### src/rtl/fetch_unit_if.sv
//------------------------------------------------------------------------------
// Module  : fetch_unit_if
// Brief   : Instruction-memory and IF/ID-side signal bundle for fetch_unit.
// Revision: 1.0
//------------------------------------------------------------------------------
`default_nettype none

interface fetch_unit_if;
  logic        imem_req;
  logic [0:31] imem_addr;
  logic        imem_ready;
  logic [0:31] imem_rdata;
  logic        stall_id;
  logic        branch;
  logic        branch_ne;
  logic        jump;
  logic        rs_zero;
  logic [0:15] imm16;
  logic [0:25] imm26;
  logic [0:31] instr_id;
  logic [0:31] pc_id;
  logic [0:31] pc_plus4_id;
  logic        valid_id;
  logic        redirect;

  modport master (
    output imem_req, imem_addr, instr_id, pc_id, pc_plus4_id, valid_id, redirect,
    input  imem_ready, imem_rdata, stall_id, branch, branch_ne, jump, rs_zero,
           imm16, imm26
  );

  modport slave (
    input  imem_req, imem_addr, instr_id, pc_id, pc_plus4_id, valid_id, redirect,
    output imem_ready, imem_rdata, stall_id, branch, branch_ne, jump, rs_zero,
           imm16, imm26
  );
endinterface

`default_nettype wire

### src/rtl/fetch_unit.sv
//------------------------------------------------------------------------------
// Module  : fetch_unit
// Brief   : DLX instruction fetch with PC, IF/ID register and ID-stage redirect.
// Revision: 1.0
//------------------------------------------------------------------------------
`default_nettype none

module fetch_unit #(
  parameter logic [0:31] RESET_PC  = 32'h0000_0000,
  parameter logic [0:31] NOP_INSTR = 32'h0000_0013
) (
  input  wire logic     clk,
  input  wire logic     reset_n,
  fetch_unit_if.master  bus
);

  typedef enum logic [0:0] {
    S_BOOT  = 1'b0,
    S_FETCH = 1'b1
  } state_t;

  localparam logic [0:31] c_align_mask = 32'hFFFF_FFFC;

  state_t      r_state;
  state_t      w_state_next;
  logic [0:31] r_pc;
  logic [0:31] r_instr_id;
  logic [0:31] r_pc_id;
  logic [0:31] r_pc_plus4_id;
  logic        r_valid_id;

  logic        w_fetch;
  logic        w_take;
  logic        w_redirect;
  logic [0:31] w_offset;
  logic [0:31] w_target;
  logic [0:31] w_pc_plus4;

  always_comb begin
    w_state_next = r_state;
    w_fetch      = 1'b0;
    if (r_state == S_BOOT) begin
      w_state_next = S_FETCH;
    end else begin
      w_fetch = 1'b1;
    end
  end

  // Jump has priority over branch when selecting the offset.
  always_comb begin
    w_take = r_valid_id & (bus.jump | (bus.branch & bus.rs_zero) |
                           (bus.branch_ne & ~bus.rs_zero));
    w_offset = bus.jump ? {{6{bus.imm26[0]}}, bus.imm26}
                        : {{16{bus.imm16[0]}}, bus.imm16};
    w_target   = (r_pc_plus4_id + w_offset) & c_align_mask;
    w_redirect = w_fetch & w_take & ~bus.stall_id;
    w_pc_plus4 = r_pc + 32'd4;
  end

  always_ff @(posedge clk or negedge reset_n) begin
    if (!reset_n) begin
      r_state <= S_BOOT;
    end else begin
      r_state <= w_state_next;
    end
  end

  // A stalled cycle drops any returned word; the same pc is simply re-requested.
  always_ff @(posedge clk or negedge reset_n) begin
    if (!reset_n) begin
      r_pc          <= RESET_PC;
      r_instr_id    <= NOP_INSTR;
      r_pc_id       <= 32'h0;
      r_pc_plus4_id <= 32'h0;
      r_valid_id    <= 1'b0;
    end else if (w_fetch) begin
      if (w_redirect) begin
        r_pc       <= w_target;
        r_instr_id <= NOP_INSTR;
        r_valid_id <= 1'b0;
      end else if (!bus.stall_id) begin
        if (bus.imem_ready) begin
          r_instr_id    <= bus.imem_rdata;
          r_pc_id       <= r_pc;
          r_pc_plus4_id <= w_pc_plus4;
          r_valid_id    <= 1'b1;
          r_pc          <= w_pc_plus4;
        end else begin
          r_instr_id <= NOP_INSTR;
          r_valid_id <= 1'b0;
        end
      end
    end
  end

  assign bus.imem_req    = w_fetch;
  assign bus.imem_addr   = r_pc & c_align_mask;
  assign bus.instr_id    = r_instr_id;
  assign bus.pc_id       = r_pc_id;
  assign bus.pc_plus4_id = r_pc_plus4_id;
  assign bus.valid_id    = r_valid_id;
  assign bus.redirect    = w_redirect;

endmodule

`default_nettype wire

### src/flat_wrapper.sv
// flat-port wrapper written by rule: the top's interface ports become plain ports
module fetch_unit_flat 
#(
  parameter logic [0:31] RESET_PC  = 32'h0000_0000,
  parameter logic [0:31] NOP_INSTR = 32'h0000_0013
)
  (clk, reset_n, bus_imem_req, bus_imem_addr, bus_instr_id, bus_pc_id, bus_pc_plus4_id, bus_valid_id, bus_redirect, bus_imem_ready, bus_imem_rdata, bus_stall_id, bus_branch, bus_branch_ne, bus_jump, bus_rs_zero, bus_imm16, bus_imm26);
  fetch_unit_if bus_i ();
  input  wire logic clk;
  input  wire logic reset_n;
  output wire logic [$bits(bus_i.imem_req)-1:0] bus_imem_req;
  output wire logic [$bits(bus_i.imem_addr)-1:0] bus_imem_addr;
  output wire logic [$bits(bus_i.instr_id)-1:0] bus_instr_id;
  output wire logic [$bits(bus_i.pc_id)-1:0] bus_pc_id;
  output wire logic [$bits(bus_i.pc_plus4_id)-1:0] bus_pc_plus4_id;
  output wire logic [$bits(bus_i.valid_id)-1:0] bus_valid_id;
  output wire logic [$bits(bus_i.redirect)-1:0] bus_redirect;
  input wire logic [$bits(bus_i.imem_ready)-1:0] bus_imem_ready;
  input wire logic [$bits(bus_i.imem_rdata)-1:0] bus_imem_rdata;
  input wire logic [$bits(bus_i.stall_id)-1:0] bus_stall_id;
  input wire logic [$bits(bus_i.branch)-1:0] bus_branch;
  input wire logic [$bits(bus_i.branch_ne)-1:0] bus_branch_ne;
  input wire logic [$bits(bus_i.jump)-1:0] bus_jump;
  input wire logic [$bits(bus_i.rs_zero)-1:0] bus_rs_zero;
  input wire logic [$bits(bus_i.imm16)-1:0] bus_imm16;
  input wire logic [$bits(bus_i.imm26)-1:0] bus_imm26;
  assign bus_imem_req = bus_i.imem_req;
  assign bus_imem_addr = bus_i.imem_addr;
  assign bus_instr_id = bus_i.instr_id;
  assign bus_pc_id = bus_i.pc_id;
  assign bus_pc_plus4_id = bus_i.pc_plus4_id;
  assign bus_valid_id = bus_i.valid_id;
  assign bus_redirect = bus_i.redirect;
  assign bus_i.imem_ready = bus_imem_ready;
  assign bus_i.imem_rdata = bus_imem_rdata;
  assign bus_i.stall_id = bus_stall_id;
  assign bus_i.branch = bus_branch;
  assign bus_i.branch_ne = bus_branch_ne;
  assign bus_i.jump = bus_jump;
  assign bus_i.rs_zero = bus_rs_zero;
  assign bus_i.imm16 = bus_imm16;
  assign bus_i.imm26 = bus_imm26;
  fetch_unit #(.RESET_PC(RESET_PC), .NOP_INSTR(NOP_INSTR)) u_core (.clk(clk), .reset_n(reset_n), .bus(bus_i));
endmodule
### config.mk
export PLATFORM = sky130hd
export DESIGN_NAME = fetch_unit_flat
export DESIGN_NICKNAME = d
export VERILOG_FILES = /design/src/rtl/fetch_unit_if.sv /design/src/rtl/fetch_unit.sv /design/src/flat_wrapper.sv
export SDC_FILE = /design/constraint.sdc
export NUM_CORES = 1
export LEC_CHECK = 0
export CAP_MARGIN = 10
export CORE_UTILIZATION = 48
export DETAILED_ROUTE_END_ITERATION = 10
export GPL_ROUTABILITY_DRIVEN = 0
export GPL_TIMING_DRIVEN = 0
export HOLD_SLACK_MARGIN = 0.15
export PLACE_DENSITY = 0.81
export SLEW_MARGIN = 10
export SYNTH_ARGS = -nofsm -noshare
export SYNTH_HDL_FRONTEND = slang
export SYNTH_SLANG_ARGS = --single-unit
### constraint.sdc
create_clock -name clk -period 2.85 [get_ports clk]
set_clock_uncertainty 0.2 [all_clocks]
set_input_delay 0.57 -clock clk [delete_from_list [all_inputs] [get_ports clk]]
set_output_delay 0.57 -clock clk [all_outputs]
set_load 0.01 [all_outputs]
# After elaboration in Yosys (flattened, before gate mapping)
# Index checks and enable logic that the tools add are counted.
# op_classes
n_shift,0
bitwise,10
n_lt_le_gt_ge,0
div_mod_pow,0
n_eq_ne,1
reduce_logical,4
add_sub_neg,2
muxes,11
n_mul,0
# op_table
op,count
$mux 32,7
$add 32x3->32 const B,1
$add 32x32->32,1
$and 1x1->1,5
$mux 1,4
$reduce_and 4->1,1
$not 1->1,3
$reduce_and 3->1,1
$ne 2x2->1 const B,1
$or 1x1->1,2
$reduce_and 2->1,1
$reduce_bool 2->1,1
# totals
mem_count,0
elab_cells,34
inputBits,82
rom_bits,0
latch_bits,0
ram_bits,0
register_bits,130
output_inout_bits,131

# Depth between registers and ports, before layout
# Gate-level depths: netlist of run 1.
# logic_depth
depth_word,8
mapped_depth,15
mapped_depth_nobuf,11

# Worst setup path after synthesis of run 1
# No wires, ideal clock.
# synth_path
path_type,input -> register
start,in bus_jump
end,reg u_core.r_pc[12] (netlist name)
t_required_ns,2.509
n_path_buf,2
path_stages,12
t_arrival_ns,3.162
setup_time_ns,0.141
setup_slack_ns,-0.653
cell_sequence,buf_2 > buf_1 > mux2_2 > ha_1 > and4_4 > and4_1 > a22oi_4 > nand2b_1 > a31o_2 > a21oi_1 > xor2_1 > o221ai_1
# synth_via
elab_chain_len,7
elab_cells_between_ends,11
classes_between,1 x add/sub; 1 x eq/ne; 2 x mux; 5 x bitwise; 2 x reduce/logical
# synth_rtl
element,line,rtl
start: declaration,flat_wrapper.sv:23,input wire logic [$bits(bus_i.jump)-1:0] bus_jump;
branches (longest 7 deep; another with $add 32x32->32),-,
end signal: assignment,fetch_unit.sv:78,r_pc <= w_target;
end signal: assignment,fetch_unit.sv:87,r_pc <= w_pc_plus4;
end: declaration,fetch_unit.sv:26,logic [0:31] r_pc;
# Parallel ways; which one is timed is not known.
# A chain may end at the register's enable or synchronous reset.

# Worst setup path after layout of run 1
# layout_path
start,in bus_jump
end,reg u_core.r_pc[6] (netlist name)
# The elaborated chain is that of the path after synthesis.

==> flow_metrics.env, run 1 <==
export IMPL_drv_cap=0
export IMPL_worst_hold_path_type="reg2reg"
export IMPL_ys_warn_count=0
export IMPL_power_density_nw_per_um2=968
export IMPL_avgSynthCellArea_um2=8.92
export IMPL_syn_area_um2=7160
export IMPL_start_util=0.492
export IMPL_crit_path_max_fanout=5
export IMPL_cp_required_ns=2.96
export IMPL_end_kind="register"
export IMPL_grt_pass1_wl_mm=37.4
export IMPL_htreeDepth=4
export IMPL_clk_path_buf_depth=2
export IMPL_cpMaxStageDelayCell="mux2_4"
export IMPL_tritoncts_num_sinks=124
export IMPL_dr_pass1_iters=5
export IMPL_dp_hpwl_mm=16.4
export IMPL_fp_dieH_um=124
export IMPL_io_buffers=200
export IMPL_num_fill_cells=982
export IMPL_max_stage_delay_ns=0.31
export IMPL_postRouteAntennaNets=0
export IMPL_r2r_start="u_core.r_pc[28]"
export IMPL_final_cells=1253
export IMPL_ir_worst_vdd_mv=0.528
export IMPL_critical_path_arrival_ns=3.01
export IMPL_clk_pin_slew_worst_paths_ns=0.06
export IMPL_violations="setup timing"
export IMPL_whs_ns=0.275
export IMPL_root_buffer="clkbuf_16"
export IMPL_grt_use_total=0.327
export IMPL_core_area_um2=14500
export IMPL_nets=1168
export IMPL_cpLargestDelayFamily="compound AO/OA/AOI/OAI gates"
export IMPL_io_pins=213
export IMPL_whs_endpoint="u_core.bus.pc_id[29]"
export IMPL_cts_buffers=17
export IMPL_ys_seq_area_frac=0.434
export IMPL_rr_endpoint="u_core.r_pc[11]"
export IMPL_synthToLayoutAreaGrowth_pct=53.5
export IMPL_wl_per_cell_um=19.9
export IMPL_ys_ff_latch=124
export IMPL_dp_cells=1192
export IMPL_ys_async_sr_fraction=1.00
export IMPL_status="finished, violations left"
export IMPL_min_delay_start="u_core.bus.pc_id[29]"
export IMPL_drive_gt1_frac=0.184
export IMPL_p_leak_nw=4.74
export IMPL_final_cell_mix="clkdlybuf4s50_1 (189), nand2_1 (158), dfrtp_1 (120), nor2_1 (45)"
export IMPL_vias_per_cell=5.92
export IMPL_max_freq_mhz=345
export IMPL_period_minus_slack_ns=2.90
export IMPL_dpl_cell_area_um2=9600
export IMPL_grt_max_degree=92
export IMPL_clk_latency_ns=0.44
export IMPL_synth_ff_type="dfrtp_1"
export IMPL_hold_path_depth=2
export IMPL_hold_viol=0
export IMPL_drt_iter0_markers=633
export IMPL_grt_pass1_vias=7162
export IMPL_dieArea_um2=15400
export IMPL_worst_pin_slew_ns=0.613
export IMPL_tritoncts="built"
export IMPL_r2r_cells=9
export IMPL_drcViolationCount=0
export IMPL_slew_headroom=0.591
export IMPL_routed_wl_mm=24.9
export IMPL_die_x_um=124
export IMPL_regToRegSetupSlack_ns=0.19
export IMPL_crit_type="in2reg"
export IMPL_finalWorstSetupSlack_ns=-0.0500
export IMPL_synth_distinct_cells=69
export IMPL_fin_crit_sh=1.02
export IMPL_crit_path_start_kind="input port"
export IMPL_grt_ovfl_total=0
export IMPL_crit_path_cell_trace="buf_12 > buf_12 > buf_8 > mux2_4 > ha_4 > and4_4 > and4_4 > a22oi_4 > a21o_4 > o221a_4 > mux2i_1 > o21ai_1 > nand3_1"
export IMPL_rsz0062_at_grt="true"
export IMPL_antenna_found_initial=0
export IMPL_final_area_um2=11000
export IMPL_core_rowCount=44
export IMPL_setup_violations=7
export IMPL_vias=7414
export IMPL_slew_viol_final=0
export IMPL_syn_inst=802
export IMPL_crit_buf_inv=3
export IMPL_synth_edff_count=0
export IMPL_mostFrequentLayoutCell="clkdlybuf4s50_1"
==> worst reg2reg max path, stage by stage (launching register included) <==
cell     delay [ns]
dfrtp_1        0.48
ha_1           0.29
and3_1         0.30
nand3_1        0.30
nor3_4         0.29
and3_1         0.26
a21oi_1        0.09
nor2_1         0.12
o22ai_1        0.09
a41oi_1        0.18
==> synthesized netlist by cell type (2+ instances only) <==
library cell	n	area (um2)
inv_1	8	30.0
and2_1	2	12.5
o221ai_1	2	17.5
xnor2_1	29	254
a41oi_1	3	26.3
nand4_1	11	68.8
nor4_1	4	25.0
nand3_1	23	115
dfrtp_1	121	3030
nand2_1	165	619
buf_2	12	60.1
nor2_1	49	184
o31a_1	2	17.5
a21oi_2	2	17.5
a21oi_1	57	285
o211ai_1	2	15.0
o22ai_1	7	43.8
and3_1	14	87.6
ha_1	30	375
nand3_2	2	20.0
and4_1	3	26.3
a221oi_1	2	17.5
nand2b_1	7	43.8
xor2_1	23	201
buf_4	6	45.0
nor3_1	7	35.0
buf_1	3	11.3
nor3_2	3	30.0
a21o_1	13	97.6
a22o_1	29	254
nor2b_1	3	18.8
mux2_2	14	158
o21ai_1	7	35.0
a31oi_1	8	50.1
dfstp_2	3	78.8
clkbuf_1	36	135
o21ai_0	52	260
o21a_1	3	22.5
conb_1	2	7.51
a211oi_1	2	15.0
o22a_1	3	26.3
==> logic make-up after synthesis <==
| family | share of synthesized area |
|---|---|
| AOI/OAI and AO/OA | 0.186 |
| xor gates and xnor gates | 0.0636 |
| adders and majority gates | 0.0525 |
| buffers and inverters | 0.0421 |
| DFF | 0.434 |
| muxes | 0.0234 |
| other | 0.00105 |
| and+or+nand+nor | 0.197 |
==> metal layers <==
metal / vias up / track usage / wire length, um
met5: - / 0 / 36
met4: 2 / 0.128 / 838
met3: 74 / 0.0902 / 2250
met2: 437 / 0.526 / 11900
met1: 3579 / 0.417 / 9840
li1: 3322 / - / -
==> worst max path at each step <==
stage                startpoint                         to  slack [ns]  cells after the start
finish                 bus_jump             u_core.r_pc[6]       -0.05                     13
floorplan              bus_jump             u_core.r_pc[5]       -0.21                     12
global route           bus_jump             u_core.r_pc[3]       -0.09                     14
global placement        reset_n  u_core.bus.pc_plus4_id[1]       -3.91                      1
detailed placement  bus_rs_zero               bus_redirect       -1.22                      7
CTS                    bus_jump             u_core.r_pc[6]       -0.03                     13
==> report_power, final <==
part	internal (mW)	switching (mW)
combinational	2.74	2.64
clock	1.36	0.833
sequential	2.36	0.702
total	6.46	4.18
==> state kept, by name, indices dropped and copies added (netlist names) <==
register and flops:
u_core.bus.instr_id 32, u_core.bus.pc_id 30, u_core.bus.pc_plus4_id 30, u_core.r_pc 30, u_core.bus.valid_id 1, u_core.r_state 1
==> metrics by stage <==
| step | utilization | total power [mW] | setup TNS, ns | worst slack [ns] |
|---|---|---|---|---|
| 3_3_place_gp | 0.658 | 7.43 | -536.41 | -3.91 |
| 5_1_grt | 0.755 | 11.2 | -0.552 | -0.0940 |
| 4_1_cts | 0.741 | 10.2 | -0.0820 | -0.0338 |
| 2_1_floorplan | - | 5.43 | -1.26 | -0.213 |
| 3_5_place_dp | 0.660 | 7.51 | -57.15 | -1.22 |
| 6_report | 0.756 | 10.6 | -0.188 | -0.0500 |
==> cell type report <==
type	instances	area, um2	share of cell area
clock buffer	19	433	0.0394
tap	184	230	0.0210
antenna	1	2.50	0.000228
timing repair buffer	236	2330	0.212
multi-input combinational	615	4360	0.397
inverter	9	46.3	0.00422
clock inverter	12	149	0.0136
sequential	124	3110	0.283
buffer	53	319	0.0291
==> repair_timing <==
| item | 4_1_cts | 5_1_grt |
|---|---|---|
| setup buffers | 28 | 6 |
| gates resized for setup | 81 | 40 |
| hold buffers | 1 | 0 |
| endpoints found under the setup margin | 83 | 56 |
| endpoints found under the hold margin | 33 | 0 |
| cloned | 1 | 0 |
| pin swaps | 35 | 16 |
(Power assumes the default switching activity.)
==> inputs of run 2 (changes only) <==
--- a/config.mk
+++ b/config.mk
@@ -12,6 +12,7 @@
 export GPL_TIMING_DRIVEN = 0
 export HOLD_SLACK_MARGIN = 0.15
 export PLACE_DENSITY = 0.81
+export SKIP_CTS_REPAIR_TIMING = 1
 export SLEW_MARGIN = 10
 export SYNTH_ARGS = -nofsm -noshare
 export SYNTH_HDL_FRONTEND = slang
==> run 2 against run 1 <==
Compared with the run above: the run still ends with setup timing left; register-to-register slack lost 0.09 ns; non-clock buffer count up 2; clock-buffer cell count is the same; critical path type is now in2out; critical endpoint is now bus_redirect; largest power group unchanged.
==> flow_metrics.env, run 2 (synthesis results as in run 1) <==
export IMPL_critical_path_arrival_ns=2.25
export IMPL_core_rowCount=44
export IMPL_cp_required_ns=2.08
export IMPL_crit_path_start_kind="input port"
export IMPL_synthToLayoutAreaGrowth_pct=54.8
export IMPL_switchingPower_mw=4.21
export IMPL_clk_pin_slew_worst_paths_ns=0.06
export IMPL_end_kind="output port"
export IMPL_dr_pass1_iters=5
export IMPL_sw_frac_of_total=0.395
export IMPL_p_clk_frac=0.207
export IMPL_finalWorstSetupSlack_ns=-0.168
export IMPL_grt_pass1_wl_mm=35.7
export IMPL_slew_headroom=0.555
export IMPL_dp_hpwl_mm=16.4
export IMPL_tritoncts="built"
export IMPL_rr_endpoint="u_core.r_pc[17]"
export IMPL_p_comb_frac=0.506
export IMPL_grt_ovfl_total=0
export IMPL_final_area_um2=11100
export IMPL_clk_path_buf_depth=2
export IMPL_worst_hold_path_type="reg2reg"
export IMPL_tritoncts_num_sinks=124
export IMPL_drcViolationCount=0
export IMPL_p_seq_frac=0.287
export IMPL_vias_per_cell=5.97
export IMPL_dieArea_um2=15400
export IMPL_grt_pass1_vias=6885
export IMPL_setup_violations=7
export IMPL_nets=1170
export IMPL_period_minus_slack_ns=3.02
export IMPL_grt_max_degree=92
export IMPL_design_power_total_mw=10.6
export IMPL_fp_dieH_um=124
export IMPL_dpl_cell_area_um2=9600
export IMPL_max_stage_delay_ns=0.47
export IMPL_min_delay_start="u_core.bus.pc_id[29]"
export IMPL_htreeDepth=4
export IMPL_power_density_nw_per_um2=961
export IMPL_r2r_start="u_core.r_pc[28]"
export IMPL_slew_viol_final=0
export IMPL_drv_cap=0
export IMPL_cts_buffers=17
export IMPL_crit_path_max_fanout=7
export IMPL_start_util=0.492
export IMPL_r2r_cells=9
export IMPL_cpMaxStageDelayCell="clkdlybuf4s50_1"
export IMPL_antenna_found_initial=0
export IMPL_ir_worst_vdd_mv=0.527
export IMPL_postRouteAntennaNets=0
export IMPL_routed_wl_mm=25.6
export IMPL_hold_path_depth=2
export IMPL_num_fill_cells=962
export IMPL_io_buffers=200
export IMPL_crit_type="in2out"
export IMPL_drive_gt1_frac=0.188
export IMPL_wl_per_cell_um=20.4
export IMPL_p_leak_nw=4.97
export IMPL_grt_use_total=0.310
export IMPL_regToRegSetupSlack_ns=0.10
export IMPL_drt_iter0_markers=743
export IMPL_intPower_mw=6.44
export IMPL_fin_crit_sh=1.06
export IMPL_root_buffer="clkbuf_16"
export IMPL_rsz0062_at_grt="true"
export IMPL_cpLargestDelayFamily="buffers and inverters"
export IMPL_mostFrequentLayoutCell="clkdlybuf4s50_1"
export IMPL_largest_reg_flops=32
export IMPL_whs_endpoint="u_core.bus.pc_id[29]"
export IMPL_final_cell_mix="clkdlybuf4s50_1 (178), nand2_1 (155), dfrtp_1 (120), nor2_1 (46), a21oi_1 (46)"
export IMPL_antenna_cells=0
export IMPL_hold_viol=0
export IMPL_status="finished, violations left"
export IMPL_io_pins=213
export IMPL_clk_latency_ns=0.43
export IMPL_violations="setup timing"
export IMPL_crit_buf_inv=4
export IMPL_crit_path_cell_trace="clkdlybuf4s50_1 > mux2_4 > o21a_4 > nand2_4 > clkinvlp_4 > buf_8 > clkbuf_2"
export IMPL_worst_pin_slew_ns=0.668
export IMPL_vias=7489
export IMPL_core_area_um2=14500
export IMPL_max_freq_mhz=331
export IMPL_die_x_um=124
==> run 2: layout make-up <==
type	instances	area [um2]	share of cell area
multi-input combinational	615	4380	0.395
buffer	52	315	0.0285
timing repair buffer	239	2420	0.219
tap	184	230	0.0208
clock buffer	19	433	0.0391
inverter	9	37.5	0.00339
clock inverter	12	149	0.0134
sequential	124	3110	0.281
==> run 2: layer usage <==
layer	up-vias	routed length [um]	global-route usage	part of all wire
met5	-	0	0	0
met4	0	842	0.114	0.033
met3	92	2320	0.0838	0.091
met2	475	12400	0.497	0.48
met1	3602	10000	0.400	0.39
li1	3320	-	-	-
==> run 2: how the worst max path moves through the flow <==
stage,startpoint,to,slack [ns],cells after the start
5_1_grt,bus_rs_zero,bus_redirect,-0.21,7
2_1_floorplan,bus_jump,u_core.r_pc[5],-0.21,12
6_report,bus_rs_zero,bus_redirect,-0.17,7
4_1_cts,bus_rs_zero,bus_redirect,-1.25,7
3_5_place_dp,bus_rs_zero,bus_redirect,-1.22,7
3_3_place_gp,reset_n,u_core.bus.pc_plus4_id[1],-3.91,1
==> run 2: power by group through the flow <==
stage / Combinational (mW) / Clock [mW] / Sequential [mW]
6_report: 5.39 / 2.21 / 3.05
5_1_grt: 5.74 / 2.28 / 3.13
4_1_cts: 4.56 / 2.18 / 3.00
3_5_place_dp: 4.50 / 0 / 3.01
3_3_place_gp: 4.43 / 0 / 3.00
2_1_floorplan: 2.27 / 0 / 3.16
==> run 2: worst reg2reg max path: cells and delay by family, from the launching register on <==
| family | cells | cell delay (ns) |
|---|---|---|
| adder cells (fa/ha/maj) | 1 | 0.30 |
| flip-flops | 1 | 0.47 |
| AO/OA/AOI/OAI | 2 | 0.28 |
| AND/OR/NAND/NOR | 6 | 1.42 |
==> run 2: through the flow <==
| step | utilization | setup slack [ns] | hold slack [ns] | cells | setup TNS (ns) |
|---|---|---|---|---|---|
| 6_report | 0.762 | -0.168 | 0.274 | 1254 | -0.309 |
| 5_1_grt | 0.762 | -0.210 | 0.301 | 1254 | -0.861 |
| 4_1_cts | 0.700 | -1.25 | -0.156 | 1223 | -11.62 |
| 3_5_place_dp | 0.660 | -1.22 | 0.262 | 1192 | -57.15 |
| 3_3_place_gp | 0.658 | -3.91 | 0.260 | 1191 | -536.41 |
| 2_1_floorplan | - | -0.213 | 0.0744 | 807 | -1.26 |
==> inputs of run 3 (changes only) <==
--- a/config.mk
+++ b/config.mk
@@ -5,10 +5,10 @@
 export SDC_FILE = /design/constraint.sdc
 export NUM_CORES = 1
 export LEC_CHECK = 0
+export ABC_CLOCK_PERIOD_IN_PS = 2850
 export CAP_MARGIN = 10
 export CORE_UTILIZATION = 48
 export DETAILED_ROUTE_END_ITERATION = 10
-export GPL_ROUTABILITY_DRIVEN = 0
 export GPL_TIMING_DRIVEN = 0
 export HOLD_SLACK_MARGIN = 0.15
 export PLACE_DENSITY = 0.81
==> run 3 against run 2 <==
Compared with the run above: the run still ends with setup timing left; combinational power fell by 1%; clock-buffer cell count shrank 1; via count down 3.1%; register-to-register slack better by 0.06 ns; fmax grew 1.9%; design area down 0.36%; sequential cell count unchanged; first-iteration DRC count shrank 34%; worst setup slack improved by 0.056 ns; core utilization down 0.28 points; power is 0.61% lower.
==> flow_metrics.env, run 3 (synthesis results as in run 1) <==
export IMPL_cpMaxStageDelayCell="a221o_1"
export IMPL_end_kind="register"
export IMPL_drive_gt1_frac=0.183
export IMPL_tritoncts_num_sinks=124
export IMPL_clk_latency_ns=0.43
export IMPL_crit_path_max_fanout=8
export IMPL_slew_viol_final=0
export IMPL_finalWorstSetupSlack_ns=-0.112
export IMPL_vias_per_cell=5.81
export IMPL_vias=7259
export IMPL_cts_buffers=17
export IMPL_drcViolationCount=0
export IMPL_whs_ns=0.277
export IMPL_grt_use_total=0.308
export IMPL_grt_use_met2=0.501
export IMPL_die_x_um=124
export IMPL_fin_crit_sh=1.04
export IMPL_rsz0062_at_grt="true"
export IMPL_final_cell_mix="clkdlybuf4s50_1 (174), nand2_1 (157), dfrtp_1 (121), nor2_1 (46), a21oi_1 (46)"
export IMPL_nets=1164
export IMPL_p_leak_nw=4.95
export IMPL_crit_path_start_kind="input port"
export IMPL_setup_violations=2
export IMPL_io_pins=213
export IMPL_largest_reg_flops=32
export IMPL_status="finished, violations left"
export IMPL_clk_pin_slew_worst_paths_ns=0.06
export IMPL_max_stage_delay_ns=0.33
export IMPL_start_util=0.492
export IMPL_clk_path_buf_depth=2
export IMPL_grt_use_met1=0.390
export IMPL_antenna_found_initial=0
export IMPL_cp_required_ns=2.96
export IMPL_ir_worst_vdd_mv=0.582
export IMPL_htreeDepth=4
export IMPL_root_buffer="clkbuf_16"
export IMPL_dp_hpwl_mm=16.5
export IMPL_fp_dieH_um=124
export IMPL_antenna_cells=0
export IMPL_grt_pass1_wl_mm=35.3
export IMPL_final_area_um2=11000
export IMPL_drt_iter0_markers=490
export IMPL_worst_hold_path_type="reg2reg"
export IMPL_postRouteAntennaNets=0
export IMPL_crit_buf_inv=3
export IMPL_synthToLayoutAreaGrowth_pct=54.2
export IMPL_dieArea_um2=15400
export IMPL_wl_per_cell_um=20.0
export IMPL_grt_busiest_layer="met2"
export IMPL_io_buffers=200
export IMPL_min_delay_start="u_core.bus.pc_id[22]"
export IMPL_final_core_util=0.759
export IMPL_grt_ovfl_total=0
export IMPL_crit_path_cell_trace="buf_16 > clkbuf_16 > mux2_4 > ha_4 > and4_4 > and4_4 > a22oi_4 > buf_6 > a21o_4 > nand2_4 > a31oi_4 > xnor2_2 > a221o_1"
export IMPL_r2r_start="u_core.r_pc[29]"
export IMPL_critical_path_arrival_ns=3.07
export IMPL_crit_type="in2reg"
export IMPL_gp_congestion=0.933
export IMPL_mostFrequentLayoutCell="clkdlybuf4s50_1"
export IMPL_core_area_um2=14500
export IMPL_core_rowCount=44
export IMPL_max_freq_mhz=338
export IMPL_grt_pass1_vias=6651
export IMPL_drv_cap=0
export IMPL_slew_headroom=0.538
export IMPL_dpl_cell_area_um2=9600
export IMPL_period_minus_slack_ns=2.96
export IMPL_power_density_nw_per_um2=959
export IMPL_tritoncts="built"
export IMPL_crit_path_start="bus_jump"
export IMPL_grt_max_degree=91
export IMPL_use_met3=0.0907
export IMPL_hold_viol=0
export IMPL_worst_pin_slew_ns=0.688
export IMPL_cp_common_cell="and4_4"
export IMPL_cpLargestDelayFamily="compound AO/OA/AOI/OAI gates"
export IMPL_routed_wl_mm=24.9
export IMPL_dr_pass1_iters=7
export IMPL_violations="setup timing"
run 3: worst min-delay path, cell delays in order, from the launching register on:
cell and delay [ns]:
dfrtp_1 0.34, nand2_1 0.05, nand2_1 0.06
run 3: metal layers:
metal | up-vias | routed length, um
met5 | - | 0
met4 | 0 | 515
met3 | 47 | 2240
met2 | 388 | 12300
met1 | 3502 | 9920
li1 | 3322 | -
run 3: through the flow:
| step | total power [mW] | TNS [ns] | std cells | setup WS (ns) |
|---|---|---|---|---|
| 6_report | 10.6 | -0.166 | 1249 | -0.112 |
| 3_5_place_dp | 7.53 | -56.99 | 1192 | -1.24 |
| 2_1_floorplan | 5.43 | -1.26 | 807 | -0.213 |
| 3_3_place_gp | 7.45 | -532.63 | 1191 | -3.89 |
| 4_1_cts | 9.78 | -10.01 | 1224 | -1.20 |
| 5_1_grt | 11.1 | -0.309 | 1249 | -0.119 |
run 3: final timing paths:
kind	slack, ns	to	depth (start not counted)
setup / recovery	-0.11	u_core.r_pc[5]	13
hold / removal	0.28	u_core.bus.pc_id[22]	2
setup reg to reg	0.16	u_core.r_pc[11]	9
hold reg to reg	0.28	u_core.bus.pc_id[22]	2
max in group asynchronous	1.28	u_core.bus.instr_id[31]	3
min in group asynchronous	0.40	u_core.bus.pc_plus4_id[24]	2
run 3: power breakdown:
group          total (mW)  switching (mW)  internal [mW]  leakage (nW)
logic                5.31            2.62           2.69          3.16
clock network        2.21           0.879           1.33         0.289
registers            3.07           0.711           2.36          1.51
run 3: final cells by class:
cell class / count / area [um2]
fill: 983 / 3500
tap: 184 / 230
timing repair buffer: 233 / 2370
multi-input combinational: 615 / 4380
inverter: 9 / 37.5
sequential: 124 / 3110
clock inverter: 14 / 159
clock buffer: 18 / 439
buffer: 52 / 312
